`config.mk`:
```
export PLATFORM = sky130hd
export DESIGN_NAME = bus_dma
export DESIGN_NICKNAME = d
export VERILOG_FILES = /design/src/rtl/bus_dma.sv
export SDC_FILE = /design/constraint.sdc
export NUM_CORES = 1
export LEC_CHECK = 0
export BUFFER_PORTS_ARGS = -buffer_cell sky130_fd_sc_hd__buf_2
export CORE_AREA = 2 2 422 424
export CTS_BUF_LIST = sky130_fd_sc_hd__clkbuf_4 sky130_fd_sc_hd__clkbuf_8 sky130_fd_sc_hd__clkbuf_16
export DETAILED_ROUTE_END_ITERATION = 8
export DIE_AREA = 0 0 424 426
export PLACE_DENSITY = 0.37
export SLEW_MARGIN = 20
export SYNTH_ARGS = -nofsm -noshare
export SYNTH_HDL_FRONTEND = slang
export SYNTH_SLANG_ARGS = --single-unit
```
`constraint.sdc`:
```
create_clock -name clk -period 2.3 [get_ports clk]
set_input_delay 0.23 -clock clk [delete_from_list [all_inputs] [get_ports clk]]
set_output_delay 0.23 -clock clk [all_outputs]
set_load 0.05 [all_outputs]
```
`src/rtl/bus_dma.sv`:
```
// Single-channel line-copy DMA: a CPU-facing register window programs SRC/DST/LEN,
// and the engine moves LEN bus lines from SRC to DST, one read then one write per line.
module bus_dma #(
    parameter int unsigned LINE_ADDR_LEN = 3,
    localparam int unsigned BUS_DATA_WIDTH = 32 * (1 << LINE_ADDR_LEN),
    localparam int unsigned LINE_BYTES = 4 << LINE_ADDR_LEN
) (
    input  logic                      clk,
    input  logic                      rst,
    input  logic                      slave_read_request,
    input  logic                      slave_write_request,
    input  logic [31:0]               slave_addr,
    input  logic [BUS_DATA_WIDTH-1:0] slave_write_data,
    output logic                      slave_request_finish,
    output logic [BUS_DATA_WIDTH-1:0] slave_read_data,
    output logic                      master_read_request,
    output logic                      master_write_request,
    output logic [31:0]               master_addr,
    output logic [BUS_DATA_WIDTH-1:0] master_write_data,
    input  logic                      master_request_finish,
    input  logic [BUS_DATA_WIDTH-1:0] master_read_data,
    output logic                      irq
);

    localparam logic [31:0] LINE_STEP  = 32'(LINE_BYTES);
    localparam logic [31:0] ALIGN_MASK = 32'(LINE_BYTES - 1);

    typedef enum logic [2:0] {IDLE, RD, RD_GAP, WR, WR_GAP, ABORT_WAIT} state_e;

    state_e                    state_q, state_d;
    logic [31:0]               src_q, dst_q;
    logic [15:0]               len_q;
    logic [BUS_DATA_WIDTH-1:0] buf_q;
    logic                      ie_q, done_q, err_q;
    logic                      abort_wr_q;  // which request ABORT_WAIT is still holding
    logic                      finish_q;

    logic        busy, wr_evt, start_evt, abort_evt, misaligned;
    logic [2:0]  reg_sel;
    logic [31:0] wdata;
    logic        set_done, set_err, clr_status, rd_capture, line_done;
    logic        rd_active, wr_active;
    logic [31:0] rdata;
    logic        unused_bits;

    assign unused_bits = ^{slave_addr[31:5], slave_addr[1:0],
                           slave_write_data[BUS_DATA_WIDTH-1:32]};

    assign busy    = (state_q != IDLE);
    assign reg_sel = slave_addr[4:2];
    assign wdata   = slave_write_data[31:0];
    // A write takes effect once, on the edge where finish rises.
    assign wr_evt     = slave_write_request && !finish_q;
    assign start_evt  = wr_evt && (reg_sel == 3'd3) && wdata[0] && !busy;
    assign abort_evt  = wr_evt && (reg_sel == 3'd3) && wdata[1];
    assign misaligned = ((src_q | dst_q) & ALIGN_MASK) != 32'd0;

    assign slave_request_finish = finish_q;
    assign irq = done_q & ie_q;

    // FSM state register
    always_ff @(posedge clk or negedge rst) begin
        if (!rst) state_q <= IDLE;
        else      state_q <= state_d;
    end

    // Next-state and status set/clear decisions
    always_comb begin
        state_d    = state_q;
        set_done   = 1'b0;
        set_err    = 1'b0;
        clr_status = 1'b0;
        rd_capture = 1'b0;
        line_done  = 1'b0;
        case (state_q)
            IDLE: begin
                if (start_evt) begin
                    if (misaligned) begin
                        set_done = 1'b1;
                        set_err  = 1'b1;
                    end else if (len_q == 16'd0) begin
                        set_done = 1'b1;
                    end else begin
                        clr_status = 1'b1;
                        state_d    = RD;
                    end
                end
            end
            RD, WR: begin
                if (abort_evt) begin
                    // Finish arriving on the abort edge closes the transaction right away.
                    if (master_request_finish) begin
                        state_d  = IDLE;
                        set_done = 1'b1;
                        set_err  = 1'b1;
                    end else begin
                        state_d = ABORT_WAIT;
                    end
                end else if (master_request_finish) begin
                    rd_capture = (state_q == RD);
                    line_done  = (state_q == WR);
                    state_d    = (state_q == RD) ? RD_GAP : WR_GAP;
                end
            end
            RD_GAP, WR_GAP: begin
                if (abort_evt) begin
                    state_d  = IDLE;
                    set_done = 1'b1;
                    set_err  = 1'b1;
                end else if (state_q == RD_GAP) begin
                    state_d = WR;
                end else if (len_q != 16'd0) begin
                    state_d = RD;
                end else begin
                    state_d  = IDLE;
                    set_done = 1'b1;
                end
            end
            ABORT_WAIT: begin
                if (master_request_finish) begin
                    state_d  = IDLE;
                    set_done = 1'b1;
                    set_err  = 1'b1;
                end
            end
            default: state_d = IDLE;
        endcase
    end

    // Register file, line buffer and handshake state
    always_ff @(posedge clk or negedge rst) begin
        if (!rst) begin
            src_q      <= 32'd0;
            dst_q      <= 32'd0;
            len_q      <= 16'd0;
            buf_q      <= '0;
            ie_q       <= 1'b0;
            done_q     <= 1'b0;
            err_q      <= 1'b0;
            abort_wr_q <= 1'b0;
            finish_q   <= 1'b0;
        end else begin
            finish_q <= slave_read_request | slave_write_request;
            if (wr_evt) begin
                case (reg_sel)
                    3'd0: if (!busy) src_q <= wdata;
                    3'd1: if (!busy) dst_q <= wdata;
                    3'd2: if (!busy) len_q <= wdata[15:0];
                    3'd3: ie_q <= wdata[2];
                    3'd4: begin
                        if (wdata[1]) done_q <= 1'b0;
                        if (wdata[2]) err_q  <= 1'b0;
                    end
                    default: ;
                endcase
            end
            if (rd_capture) buf_q <= master_read_data;
            if (line_done) begin
                src_q <= src_q + LINE_STEP;
                dst_q <= dst_q + LINE_STEP;
                len_q <= len_q - 16'd1;
            end
            // Hardware set comes last so it wins over a same-cycle W1C.
            if (clr_status) begin
                done_q <= 1'b0;
                err_q  <= 1'b0;
            end
            if (set_done) done_q <= 1'b1;
            if (set_err)  err_q  <= 1'b1;
            if (state_q != ABORT_WAIT) abort_wr_q <= (state_q == WR);
        end
    end

    // Master bus drive, purely from state so reset drops requests at once
    always_comb begin
        rd_active            = (state_q == RD) || (state_q == ABORT_WAIT && !abort_wr_q);
        wr_active            = (state_q == WR) || (state_q == ABORT_WAIT && abort_wr_q);
        master_read_request  = rd_active;
        master_write_request = wr_active;
        master_addr          = 32'd0;
        master_write_data    = '0;
        if (rd_active) master_addr = src_q;
        if (wr_active) begin
            master_addr       = dst_q;
            master_write_data = buf_q;
        end
    end

    // Register read mux, driven only while finish is high
    always_comb begin
        rdata = 32'd0;
        case (reg_sel)
            3'd0: rdata = src_q;
            3'd1: rdata = dst_q;
            3'd2: rdata = {16'd0, len_q};
            3'd3: rdata = {29'd0, ie_q, 2'b00};
            3'd4: rdata = {29'd0, err_q, done_q, busy};
            default: rdata = 32'd0;
        endcase
        slave_read_data       = '0;
        slave_read_data[31:0] = (finish_q && slave_read_request) ? rdata : 32'd0;
    end

endmodule

```
**Word-level counts from Yosys, hierarchy flattened**

Index checks and enable logic that the tools add are counted.

- Input port bits: 549
- ROM bits: 0
- Flip-flop bits (word level): 344
- Memories: 0
- Bits in writable memories: 0
- Bits in latches: 0

- $lt $le $gt $ge: 0
- Bitwise logic cells: 3
- $add $sub $neg: 3
- Mux-type cells: 61
- Equality and inequality tests: 16
- Shift operators: 0
- Reductions and logical operators: 38
- Divide/modulo/power cells: 0
- $mul: 0

Operators by type and width:

| cell | count |
|---|---|
| 2-to-1 mux 32 bit | 10 |
| 2-to-1 mux 256 bit | 1 |
| one-hot mux 32 bit (5 select lines) | 1 |
| adder 32 x 6 -> 32 bit (second input constant) | 2 |
| 2-to-1 mux 16 bit | 4 |
| 2-to-1 mux 1 bit | 32 |
| nonzero test 32 bit | 1 |
| 2-to-1 mux 3 bit | 8 |
| nonzero test 3 bit | 7 |
| logical NOT 16 bit | 1 |
| nonzero test 16 bit | 1 |
| subtractor 16 x 1 -> 16 bit (second input constant) | 1 |
| AND reduction 3 bit | 5 |
| == test 3 x 2 -> 1 bit (second input constant) | 4 |
| one-hot mux 3 bit (4 select lines) | 1 |
| == test 3 bit (second input constant) | 3 |
| logical AND 1 bit | 8 |
| != test 2 bit (second input constant) | 4 |
| one-hot mux 1 bit (4 select lines) | 2 |
| nonzero test 2 bit | 4 |
| == test 3 x 1 -> 1 bit (second input constant) | 2 |
| logical NOT 3 bit | 2 |
| != test 3 bit (second input constant) | 2 |
| bitwise OR 5 bit | 1 |
| other kinds (9) | 14 |

**Logic depth before layout (Yosys ltp)**

- Word-level depth: 9
- Mapped depth: 9
- Depth with buffers taken out: 6

**Worst setup path before layout**

Ideal clock, no wire load.

- Path kind: reg2out
- Start point: reg state_q[0]
- End point: out master_addr[22]
- Slack: -0.323 ns
- Stages on the path, launching flop included: 6
- Arrival: 2.393 ns
- Required time: 2.070 ns
- Buffers on the path: 2
- Path through: dfrtp_1 > clkbuf_1 > inv_1 > a211oi_1 > clkbuf_1 > a22o_1

- Cells in the longest elaborated chain, start to end: 5
- Elaborated cells between the ends (all ways): 9
- Those cells by class: eq/ne (3); mux (2); reduce/logical (4)

RTL lines:

| item | RTL line | RTL |
|---|---|---|
| from (decl) | 30 | `state_e state_q, state_d;` |
| from (signal assigned) | 64 | `else state_q <= state_d;` |
| == test 3 bit | 176 | `rd_active = (state_q == RD) \|\| (state_q == ABORT_WAIT && !abort_wr_q);` |
| logical AND 1 bit | 176 |  |
| logical OR 1 bit * | 176 |  |
| named net master_read_request | 16 | `output logic master_read_request,` |
| 2-to-1 mux 32 bit * | 182 | `if (rd_active) master_addr = src_q;` |
| 2-to-1 mux 32 bit * | 183 | `if (wr_active) begin` |
| to (decl) | 18 | `output logic [31:0] master_addr,` |

The timed path passes the listed nets; every way through them passes the cells marked *.

**Worst setup path after layout**

- Start point: reg state_q[0]
- End point: out master_addr[27]

- Cells in the longest elaborated chain, start to end: 5
- Elaborated cells between the ends (all ways): 9
- Those cells by class: eq/ne (3); mux (2); reduce/logical (4)

RTL lines:

| item | RTL line |
|---|---|
| == test 3 bit | 176, 177 |
| logical AND 1 bit | 176 |
| logical OR 1 bit | 176 |
| 2-to-1 mux 32 bit | 182 |
| 2-to-1 mux 32 bit * | 183 |

Every way passes the cells marked *; elsewhere a longest branch is shown, timed or not.

==> qor.txt <==
===========================================================================================
Result of the run                                                              finished, violations left
Failing checks                                                                 setup timing
Most used standard cell by instance count after synthesis                           dfrtp_1
Async S/R FF share, synth                                                              100%
Critical path startpoint category                                                 flip-flop
Hold crit path type                                                            input port to asynchronous set/reset pin
Cell taking the most area after synthesis                                           dfrtp_1
Critical Path AT                                                                    2.36 ns
Number of design-rule violations left by the first detailed-router iteration          1,007
Post-Place Worst Slack                                                           0.00370 ns
Cell Pwr Density                                                                1340 nW/µm²
Share of layout cells above drive strength 1                                          41.7%
Total placed cells including tap cells                                                4,781
Vias per inst                                                                          3.41
Synthesized area per cell                                                          10.4 µm²
Worst Tran Pin Value                                                               0.864 ns
Area grow syn2layout                                                                  73.5%
Starting utilization of the core area                                                 10.8%
Required time of the critical path                                                  2.07 ns
Fin. max-slew vios                                                                        0
Number of enable flip-flop cells after synthesis                                          0
Clock latency of the later-clocked register in the worst-skew pair                  0.63 ns
CTS H-tree lvls                                                                           2
Core area                                                                       176,000 µm²
Critical path class                                                            flip-flop to output port
Setup repair after global routing missed its margin                                     yes
Routability Congestion                                                                0.809
Main synth FF type                                                                  dfrtp_1
Global Route Usage Sum                                                                9.42%
Number of iterations in the first detailed-routing pass                                   5
Clock-pin slew of the registers on the worst-case setup and hold paths              0.06 ns
Leftover overflow at the end of global routing                                            0
Post-synthesis instance total                                                         1,830
Final critical path time including I/O delays and setup                             2.59 ns
Cell types with the highest counts after synthesis                             344 x dfrtp_1, 263 x and3_1, 249 x buf_4, 218 x mux2_2, 122 x nand2_1
Setup-failing EPs final                                                                 298
First-pass GRT wire length                                                       127,000 µm
Unique masters post-synth                                                                64
Tightest slew margin relative to the limit                                            42.2%
Share of Yosys cell area claimed by the top area cell type                            45.2%
Leakage dissipation                                                                 15.1 nW
Largest net degree at the start of global routing                                        81
Synth Register Bits                                                                     344
Element type at the critical path end                                           output port
Total clock buffers created by CTS                                                       46
Top Ports                                                                             1,097
Crit-path max FO                                                                          7
Total via count after detailed routing                                                17.7k
Non-filler instance count after layout                                                5,188
Max-cap viol count                                                                        0
Maximum frequency from static timing analysis                                       385 MHz
Clock Sinks                                                                             344
Post-synthesis sequential area ratio                                                  45.2%
Fill count                                                                            19.4k
Detailed placement HPWL                                                           65,300 µm
Period Utilization, post-route                                                         113%
Final hold viol count                                                                     0
Initial antenna violation count                                                           9
Nets                                                                                  3,371
Root buf cell                                                                     clkbuf_16
Total number of yosys warnings                                                            0
Maximum count of clock buffers along a single path                                        3
Clock tree from TritonCTS                                                             built
Post-synthesis instance area                                                     19,000 µm²
R2r startpoint                                                                 state_q[0]$_DFFE_PN0P_
Cells taking the most area after synthesis                                     dfrtp_1 45%, mux2_2 13%, buf_4 9.8%
Largest voltage drop on the vdd net                                                0.828 mV
Wire length reported by the detailed router                                       91,000 µm
Die footprint                                                                   181,000 µm²
Port buffer count                                                                       619
Count of standard-cell rows                                                             154
Core utilization of the finished layout                                               18.8%
Final WS setup                                                                    -0.295 ns
Die X-Extent                                                                         424 µm
Residual DRC count                                                                        0
Post-detailed-route count of antenna-violating nets                                       0
Worst setup path startpoint                                                    state_q[0]$_DFFE_PN0P_
Clock Skews                                                                       0.0192 ns
Die extent in y                                                                      426 µm
Vias in the first global route                                                        18.1k
Detailed-route wire length per cell                                                 17.5 µm
===========================================================================================
what timing repair did:
item / 4_1_cts / 5_1_grt
hold endpoints to repair: 387 / 0
pin swaps: 32 / 3
setup buffers: 20 / 3
gates cloned: 9 / 7
endpoints found under the setup margin: 291 / 330
hold buffers: 292 / 0
resized for setup: 321 / 266
power breakdown:
group | total (mW) | internal (mW) | switching [mW] | leakage (nW)
Clock | 7.55 | 4.47 | 3.08 | 0.770
Sequential | 10.8 | 8.83 | 1.92 | 4.18
Combinational | 26.0 | 11.0 | 15.0 | 10.1
Total | 44.3 | 24.3 | 20.0 | 15.1
area by class of cell:
cell class / instances / area (µm²) / share of cell area, %
Tap cell: 2340 / 2930 / 8.87
Timing Repair Buffer: 1087 / 10600 / 32.0
Clock inverter: 9 / 168 / 0.508
Multi-Input combinational cell: 1330 / 9320 / 28.2
Clock buffer: 67 / 1370 / 4.15
Sequential cell: 344 / 8610 / 26.1
Antenna cell: 2 / 5.00 / 0.0152
Inverter: 9 / 37.5 / 0.114
layout by cell type, fill, tap and decap left out, types with 49 or more instances in the layout:
cell           count
conb_1           224
mux2_2           218
dlygate4sd3_1    292
buf_4            112
dfrtp_1          343
nand2_1          122
buf_6            164
and3_1           213
buf_2            332
nand3_1           52
buf_12           103
and3_4            49
clkbuf_16         52
nor2_1            81
per-layer routing:
| metal | GRT usage, % | share of wire, % | wire [µm] | vias to the layer above |
|---|---|---|---|---|
| met5 | 0 | 0.029 | 26 | - |
| li1 | - | - | - | 8094 |
| met4 | 3.34 | 3.1 | 2850 | 4 |
| met1 | 11.9 | 42 | 37800 | 8794 |
| met3 | 2.34 | 6.6 | 6020 | 114 |
| met2 | 15.5 | 49 | 44300 | 661 |
metrics by stage:
step                      setup TNS (ns)  area [µm²]  hold WS [ns]  total power, mW
after detailed placement               0       26100         0.261             31.9
after global placement          -0.00774       26100         0.258             31.8
after CTS                         -93.05       32200         0.148             43.4
after global routing             -107.39       33000         0.181             46.5
after floorplan                  -0.0783       19900       -0.0656             24.2
final                             -59.11       33000         0.164             44.3
worst paths after layout:
kind / end / slack (ns) / cells after the start
min in group clk: err_q$_DFFE_PN0P_ / 0.23 / 5
max reg2reg: dst_q[25]$_DFFE_PN0P_ / -0.12 / 8
max: master_addr[27] / -0.29 / 9
min: buf_q[219]$_DFFE_PN0P_ / 0.16 / 2
max in group asynchronous: dst_q[26]$_DFFE_PN0P_ / 1.24 / 3
min reg2reg: buf_q[194]$_DFFE_PN0P_ / 0.48 / 1
state kept, by name, indices dropped and copies added (netlist names):
name,count
len_q,16
src_q,32
dst_q,32
abort_wr_q,1
state_q,3
slave_request_finish,1
buf_q,256
done_q,1
ie_q,1
err_q,1
cell families (layout without fill, tap and decap cells):
group | count (synthesis) | after routing | synth area share (%)
XOR/XNOR | 2 | 2 | 0.0921
adder cells (fa/ha/maj) | 4 | 4 | 0.263
AND/OR/NAND/NOR | 611 | 611 | 17.5
flip-flops | 344 | 344 | 45.2
AO/OA/AOI/OAI | 216 | 216 | 8.29
other | 1 | 226 | 0.0197
buffers and inverters | 379 | 1172 | 12.5
multiplexers | 273 | 273 | 16.1
worst max-delay path: stages, from the launching register on:
cell        delay, ns
dfrtp_4          0.44
buf_12           0.11
clkinvlp_4       0.10
a211oi_4         0.27
buf_12           0.17
buf_6            0.11
buf_16           0.14
buf_12           0.12
a22o_4           0.14
buf_8            0.14
Power figures use the tool's default switching activity.
